--- src/rtl/operation_encoder.sv ---
// PS/2 scancode stream to per-player movement codes and a budgeted boost request.
// One instance per player; PLAYER selects WASD+LShift (0) or arrows+RShift (1).
module operation_encoder #(
    parameter int unsigned PLAYER          = 0,
    parameter logic [26:0] BOOST_CYCLES    = 27'd50_000_000,
    parameter logic [26:0] COOLDOWN_CYCLES = 27'd100_000_000
) (
    input  logic       clk,
    input  logic       rst,
    input  logic       key_valid,
    input  logic [7:0] key_byte,
    input  logic [2:0] state,
    output logic [1:0] h_code,
    output logic [1:0] v_code,
    output logic       boost
);
    localparam logic [2:0] ST_RACING = 3'd4;
    localparam logic [2:0] ST_PAUSE  = 3'd5;

    localparam logic [1:0] NIL   = 2'd0;
    localparam logic [1:0] LEFT  = 2'd1;
    localparam logic [1:0] RIGHT = 2'd2;
    localparam logic [1:0] UP    = 2'd1;
    localparam logic [1:0] DOWN  = 2'd2;

    localparam logic       DIR_EXT = (PLAYER != 0);
    localparam logic [7:0] K_UP    = (PLAYER == 0) ? 8'h1D : 8'h75;
    localparam logic [7:0] K_LEFT  = (PLAYER == 0) ? 8'h1C : 8'h6B;
    localparam logic [7:0] K_DOWN  = (PLAYER == 0) ? 8'h1B : 8'h72;
    localparam logic [7:0] K_RIGHT = (PLAYER == 0) ? 8'h23 : 8'h74;
    localparam logic [7:0] K_BOOST = (PLAYER == 0) ? 8'h12 : 8'h59;

    typedef enum logic [1:0] {P_IDLE, P_EXT, P_BRK, P_EXTBRK} prefix_t;
    typedef enum logic [1:0] {B_READY, B_ACTIVE, B_COOL, B_WAIT_REL} boost_t;

    prefix_t     p_state;
    boost_t      b_state;
    logic [26:0] cnt;
    logic        held_up, held_down, held_left, held_right, held_boost;
    logic        last_h;   // 1 = right pressed most recently
    logic        last_v;   // 1 = down pressed most recently

    logic ext, brk, is_code, dir_ok, boost_ok;
    logic hit_up, hit_down, hit_left, hit_right, hit_boost;

    always_comb begin
        ext       = (p_state == P_EXT) || (p_state == P_EXTBRK);
        brk       = (p_state == P_BRK) || (p_state == P_EXTBRK);
        is_code   = key_valid && (key_byte != 8'hE0) && (key_byte != 8'hF0);
        dir_ok    = is_code && (ext == DIR_EXT);
        boost_ok  = is_code && !ext;
        hit_up    = dir_ok && (key_byte == K_UP);
        hit_down  = dir_ok && (key_byte == K_DOWN);
        hit_left  = dir_ok && (key_byte == K_LEFT);
        hit_right = dir_ok && (key_byte == K_RIGHT);
        hit_boost = boost_ok && (key_byte == K_BOOST);
    end

    // Prefix tracking and held-key flags; a strobe coincident with rst is dropped.
    always_ff @(posedge clk) begin
        if (rst) begin
            p_state    <= P_IDLE;
            held_up    <= 1'b0;
            held_down  <= 1'b0;
            held_left  <= 1'b0;
            held_right <= 1'b0;
            held_boost <= 1'b0;
            last_h     <= 1'b0;
            last_v     <= 1'b0;
        end else if (key_valid) begin
            case (key_byte)
                8'hE0:   p_state <= brk ? P_EXTBRK : P_EXT;
                8'hF0:   p_state <= ext ? P_EXTBRK : P_BRK;
                default: p_state <= P_IDLE;
            endcase
            if (hit_up)    held_up    <= !brk;
            if (hit_down)  held_down  <= !brk;
            if (hit_left)  held_left  <= !brk;
            if (hit_right) held_right <= !brk;
            if (hit_boost) held_boost <= !brk;
            if (hit_up    && !brk) last_v <= 1'b0;
            if (hit_down  && !brk) last_v <= 1'b1;
            if (hit_left  && !brk) last_h <= 1'b0;
            if (hit_right && !brk) last_h <= 1'b1;
        end
    end

    logic [1:0] h_res, v_res;

    always_comb begin
        h_res = NIL;
        if (held_left && held_right) h_res = last_h ? RIGHT : LEFT;
        else if (held_left)          h_res = LEFT;
        else if (held_right)         h_res = RIGHT;
        v_res = NIL;
        if (held_up && held_down)    v_res = last_v ? DOWN : UP;
        else if (held_up)            v_res = UP;
        else if (held_down)          v_res = DOWN;
    end

    always_ff @(posedge clk) begin
        if (rst) begin
            h_code <= NIL;
            v_code <= NIL;
        end else begin
            h_code <= (state == ST_RACING) ? h_res : NIL;
            v_code <= (state == ST_RACING) ? v_res : NIL;
        end
    end

    // Boost budget: >= compares make the counter stop at the terminal value.
    always_ff @(posedge clk) begin
        if (rst) begin
            b_state <= B_READY;
            cnt     <= '0;
            boost   <= 1'b0;
        end else if (state == ST_RACING) begin
            case (b_state)
                B_READY: begin
                    cnt <= '0;
                    if (held_boost) begin
                        b_state <= B_ACTIVE;
                        boost   <= 1'b1;
                    end else begin
                        boost   <= 1'b0;
                    end
                end
                B_ACTIVE: begin
                    if (!held_boost) begin
                        b_state <= B_READY;
                        cnt     <= '0;
                        boost   <= 1'b0;
                    end else if (cnt >= BOOST_CYCLES - 27'd1) begin
                        b_state <= B_COOL;
                        cnt     <= '0;
                        boost   <= 1'b0;
                    end else begin
                        cnt     <= cnt + 27'd1;
                        boost   <= 1'b1;
                    end
                end
                B_COOL: begin
                    boost <= 1'b0;
                    if (cnt >= COOLDOWN_CYCLES - 27'd1) begin
                        b_state <= B_WAIT_REL;
                        cnt     <= '0;
                    end else begin
                        cnt     <= cnt + 27'd1;
                    end
                end
                default: begin
                    boost <= 1'b0;
                    if (!held_boost) b_state <= B_READY;
                end
            endcase
        end else if (state == ST_PAUSE) begin
            boost <= 1'b0;
        end else begin
            b_state <= B_READY;
            cnt     <= '0;
            boost   <= 1'b0;
        end
    end
endmodule

--- config.mk ---
export PLATFORM = sky130hd
export DESIGN_NAME = operation_encoder
export DESIGN_NICKNAME = d
export VERILOG_FILES = /design/src/rtl/operation_encoder.sv
export SDC_FILE = /design/constraint.sdc
export NUM_CORES = 1
export LEC_CHECK = 0
export ABC_AREA = 0
export ABC_CLOCK_PERIOD_IN_PS = 2300
export CAP_MARGIN = 20
export CORE_ASPECT_RATIO = 0.6
export CORE_MARGIN = 2
export CORE_UTILIZATION = 27
export CTS_CLUSTER_DIAMETER = 40
export DETAILED_ROUTE_END_ITERATION = 16
export HOLD_SLACK_MARGIN = 0.08
export PLACE_DENSITY = 0.53
export REMOVE_ABC_BUFFERS = 1
export SKIP_LAST_GASP = 1
export SYNTH_ARGS = -nofsm -noshare
export SYNTH_HDL_FRONTEND = slang
export SYNTH_SLANG_ARGS = --single-unit
--- constraint.sdc ---
create_clock -name clk -period 2.3 [get_ports clk]
set_clock_uncertainty 0.1 [all_clocks]
set_input_delay 0.23 -clock clk [delete_from_list [all_inputs] [get_ports clk]]
set_output_delay 0.23 -clock clk [all_outputs]
set_load 0.05 [all_outputs]
* After elaboration in Yosys (flattened, before gate mapping)
Cells that the tools add are included. W data, S select, Z words.
Storage, ports and cells: register bits after elaboration 43, input bits 14, output and inout bits 5, word-level logic and storage cells 105
Operators by class: add/sub/neg operators 1, $lt $le $gt $ge 2, equal/unequal tests 22, muxes and demuxes 33, bitwise logic cells 2, reductions and logical operators 32
Operators with widths (count):
- $mux W27 | 5
- $pmux W27 S3 | 1
- $eq A8 B5 Y1 const B | 4
- $mux W2 | 16
- $add A27 B1 Y27 const B | 1
- $ge A27 B26 Y1 const B | 1
- $ge A27 B27 Y1 const B | 1
- $eq A8 B8 Y1 const B | 2
- $ne A8 B8 Y1 const B | 2
- $reduce_and A2 Y1 | 8
- $logic_and A1 B1 Y1 | 15
- $eq A8 B6 Y1 const B | 1
- $mux W1 | 8
- $eq A2 B2 Y1 const B | 3
- $eq A3 B3 Y1 const B | 2
- $ne A3 B3 Y1 const B | 2
- $pmux W2 S3 | 1
- $ne A5 B2 Y1 const B | 1
- $reduce_and A5 Y1 | 1
- $eq A2 B1 Y1 const B | 2
- $ne A4 B1 Y1 const B | 1
- $ne A4 B4 Y1 const B | 1
- $pmux W2 S2 | 1
- $reduce_bool A2 Y1 | 2
- other kinds (7) | 10

* Longest topological paths before layout
word-level depth 8, depth in mapped cells 9

* Worst setup path before layout
OpenSTA, ideal clock, no wires.
path kind register -> register, start register cnt[8], end register cnt[20], library setup time 0.088 ns, arrival time 1.788 ns, data required time 2.112 ns, path slack 0.324 ns, stages on the path, launching flop included 9, period minus slack after synthesis 1.976 ns, path through dfxtp_1 -> buf_6 -> or3_4 -> a311oi_2 -> a211oi_1 -> o22ai_2 -> buf_6 -> a21oi_2 -> a311oi_2
On the way: cells in the longest elaborated chain, start to end 5, elaborated cells on any way between the ends 8, classes of those cells add/sub: 1; order compare: 2; mux: 5
RTL lines:
- from (decl) | line 38 | logic [26:0] cnt;
- from (signal assigned) | line 138 | cnt <= cnt + 27'd1;
- from (signal assigned) | line 148 | cnt <= cnt + 27'd1;
- $add A27 B1 Y27 / $ge A27 B26 Y1 (equally long branches) | line 138, 148, 133
- $mux W27 | line 133 | end else if (cnt >= BOOST_CYCLES - 27'd1) begin
- $mux W27 | line 129 | if (!held_boost) begin
- $pmux W27 S3 * | line 118 | case (b_state)
- $mux W27 * | line 117 | end else if (state == ST_RACING) begin
Mark *: on every way between the ends. The rest lies on a longest branch, timed or not. A chain may end at the register's enable or synchronous reset.

* Worst setup path in the final report
start register cnt[19], end register cnt[26]
The elaborated chain is that of the path after synthesis.

==> metrics <==
Primary FF master, synth=dfxtp_1; slowest CP cell=nor4bb_1; clk buf depth=2; Mapped Area=roughly 2400 µm²; Pre-antenna DRT Iters=4; YS warnings=0; DP HPWL=roughly 4.6 mm; Remaining DRCs=0; share of the synthesized area in the top cell type=35.4%; Worst-Skew Late Latency=0.30 ns; CP Cell Sequence=nor4bb_1, o211ai_1, a211oi_1, o22ai_2, buf_4, o21bai_4, nor2_1; Worst VDD drop=0.239 mV; Inst Count DP=451; DR iter-0 viols=193; total gr overflow=0; CP Launch Type=register; Area Overhead vs Synth=27.4%; routed length per placed instance=13.8 µm; Vias=about 2.3k; vias per inst=~5.0; # IOs=19; Max stage delay on crit path=0.41 ns; finished layout cell area=slightly above 3000 µm²; post-cts hold buffer count=0; worst-margin pin slew=roughly 0.5 ns; total CTS buffers=5; maxcap violations=0; CTS tree=done; Critical Path End Type=register; Crit. path cell count=7; buffers and inverters on the worst path=1; worst-path fanout max=9; Max H-tree Level=2; post-route ant nets=0; fin nets=366; final WL=~6.4 mm; Seq/Total Area, Yosys=a little over a third; post-route minimum period=2.20 ns; die height=77.5 µm; Synth area leaders=dfxtp_1, nand2_1, nor2_1; EDFF count, synth=0; CTS sink cnt=43; fin crit share=95.6%; Leakage=1.05 nW; Placement Setup Slack=0.144 ns; row count=26; pin count of the biggest net entering global routing=28; die width=127 µm; core area=8620 µm²; CP required=2.38 ns; Setup CP Type=reg -> reg; commonest cells after routing, fill and taps aside=nand2_1, dfxtp_1, nor2_1; Syn Inst Count=310; final setup margin=around 0.10 ns; dpl cell area=2900 µm²; Yosys reg bits=43; overall global routing resource usage=13.3%; Layout Cells excl Fill=between 400 and 500; max-slew violation count=0; Ant. Diodes=0; CP top delay family=compound AO/OA/AOI/OAI gates; CP arrival=2.28 ns; Post-Syn Area per Cell=7.85 µm²; status=finished, final reports clean; Fill cells=896; largest area contributor in the netlist=dfxtp_1; Hold Fails Final Rpt=0; P per Cell Area=535 nW/µm²; vias in the first global route=2049; Hold Path Class=reg -> reg; Placer Congestion=0.821; total power=1.66 mW; Slew headroom=around two thirds; total die area=9810 µm²; commonest non-fill, non-tap cell in the layout=nand2_1; clk slew on worst S/H paths=around 0.070 ns; fmax=455 MHz; I/O Buffers=18; WHS Path Cells=2; fraction of layout cells with a size suffix above 1=about 15%; Root Driver=clkbuf_16; Async S/R FF share, synth=0%; # setup viols final=0; first-pass GRT wire length=10.4 mm; R2R depth=7; initial antenna violation count=0; Initial Util=about 28%; post-synthesis cell type count=54
-- synth_stat cells, drive strengths merged, types with 4 or more instances --
cell type,n
nand4,12
o21ai,5
nand3,17
dfxtp,43
clkbuf,8
buf,10
ha,5
a31oi,12
nor4,4
nand2,44
xnor2,5
nor3,14
and4,5
xor2,5
a21oi,11
nor2,41
inv,6
a22oi,4
and3,7
nand2b,4
nand3b,4
-- kinds of logic (layout without fill, tap and decap cells) --
family,after synthesis,count (layout),synth area share [%]
and+or+nand+nor,172,172,35.9
AOI/OAI and AO/OA,54,54,17.0
DFF,43,43,35.4
buffers and inverters,24,62,4.73
xor gates and xnor gates,10,10,3.60
adders and majority gates,5,5,2.57
muxes,2,2,0.823
-- metrics by stage --
| stage | setup TNS, ns | hold slack [ns] | util [%] |
|---|---|---|---|
| 5_1_grt | -0.0841 | 0.412 | 36.0 |
| 3_5_place_dp | 0 | 0.378 | 33.7 |
| 6_report | 0 | 0.385 | 36.0 |
| 2_1_floorplan | -0.665 | 0.198 | - |
| 3_3_place_gp | 0 | 0.354 | 33.7 |
| 4_1_cts | 0 | 0.386 | 35.6 |
-- worst reg2reg max path: stages, from the launching register on --
cell and delay [ns]:
dfxtp_1 0.39, nor4bb_1 0.41, o211ai_1 0.19, a211oi_1 0.33, o22ai_2 0.18, buf_4 0.19, o21bai_4 0.22, nor2_1 0.08
-- state kept, by name, indices dropped and copies added (netlist names), 2 cells and up --
register,count
cnt,27
b_state,2
h_code,2
p_state,2
v_code,2
-- where the power goes --
group	switching, mW	internal [mW]
registers	0.00209	0.746
clock network	0.321	0.513
logic	0.0383	0.0370
-- cell type report --
cell class                      count  area [µm²]  share of cell area (%)
Timing Repair Buffer               48         430                    13.9
Tap cell                          112         140                    4.52
Clock buffer                        5         125                    4.04
Multi-Input combinational cell    243        1480                    47.7
Inverter                            6        22.5                   0.726
Clock inverter                      3        43.8                    1.41
Sequential cell                    43         861                    27.8
-- final timing paths --
check	from	end	slack, ns
max	cnt[19]	cnt[26]	0.10
min	cnt[6]	cnt[6]	0.38
max reg2reg	cnt[19]	cnt[26]	0.10
min reg2reg	cnt[6]	cnt[6]	0.38
-- repair_timing --
action,CTS,global route
hold endpoints to repair,0,0
setup endpoints to repair,0,12
gates resized for setup,0,3
setup buffers,0,1
-- layer usage --
metal,GRT usage (%),routed length (µm)
met2,16.7,2290
met3,3.38,264
met1,21.1,3720
met5,0,0
met4,4.62,84
Power figures use the tool's default switching activity.
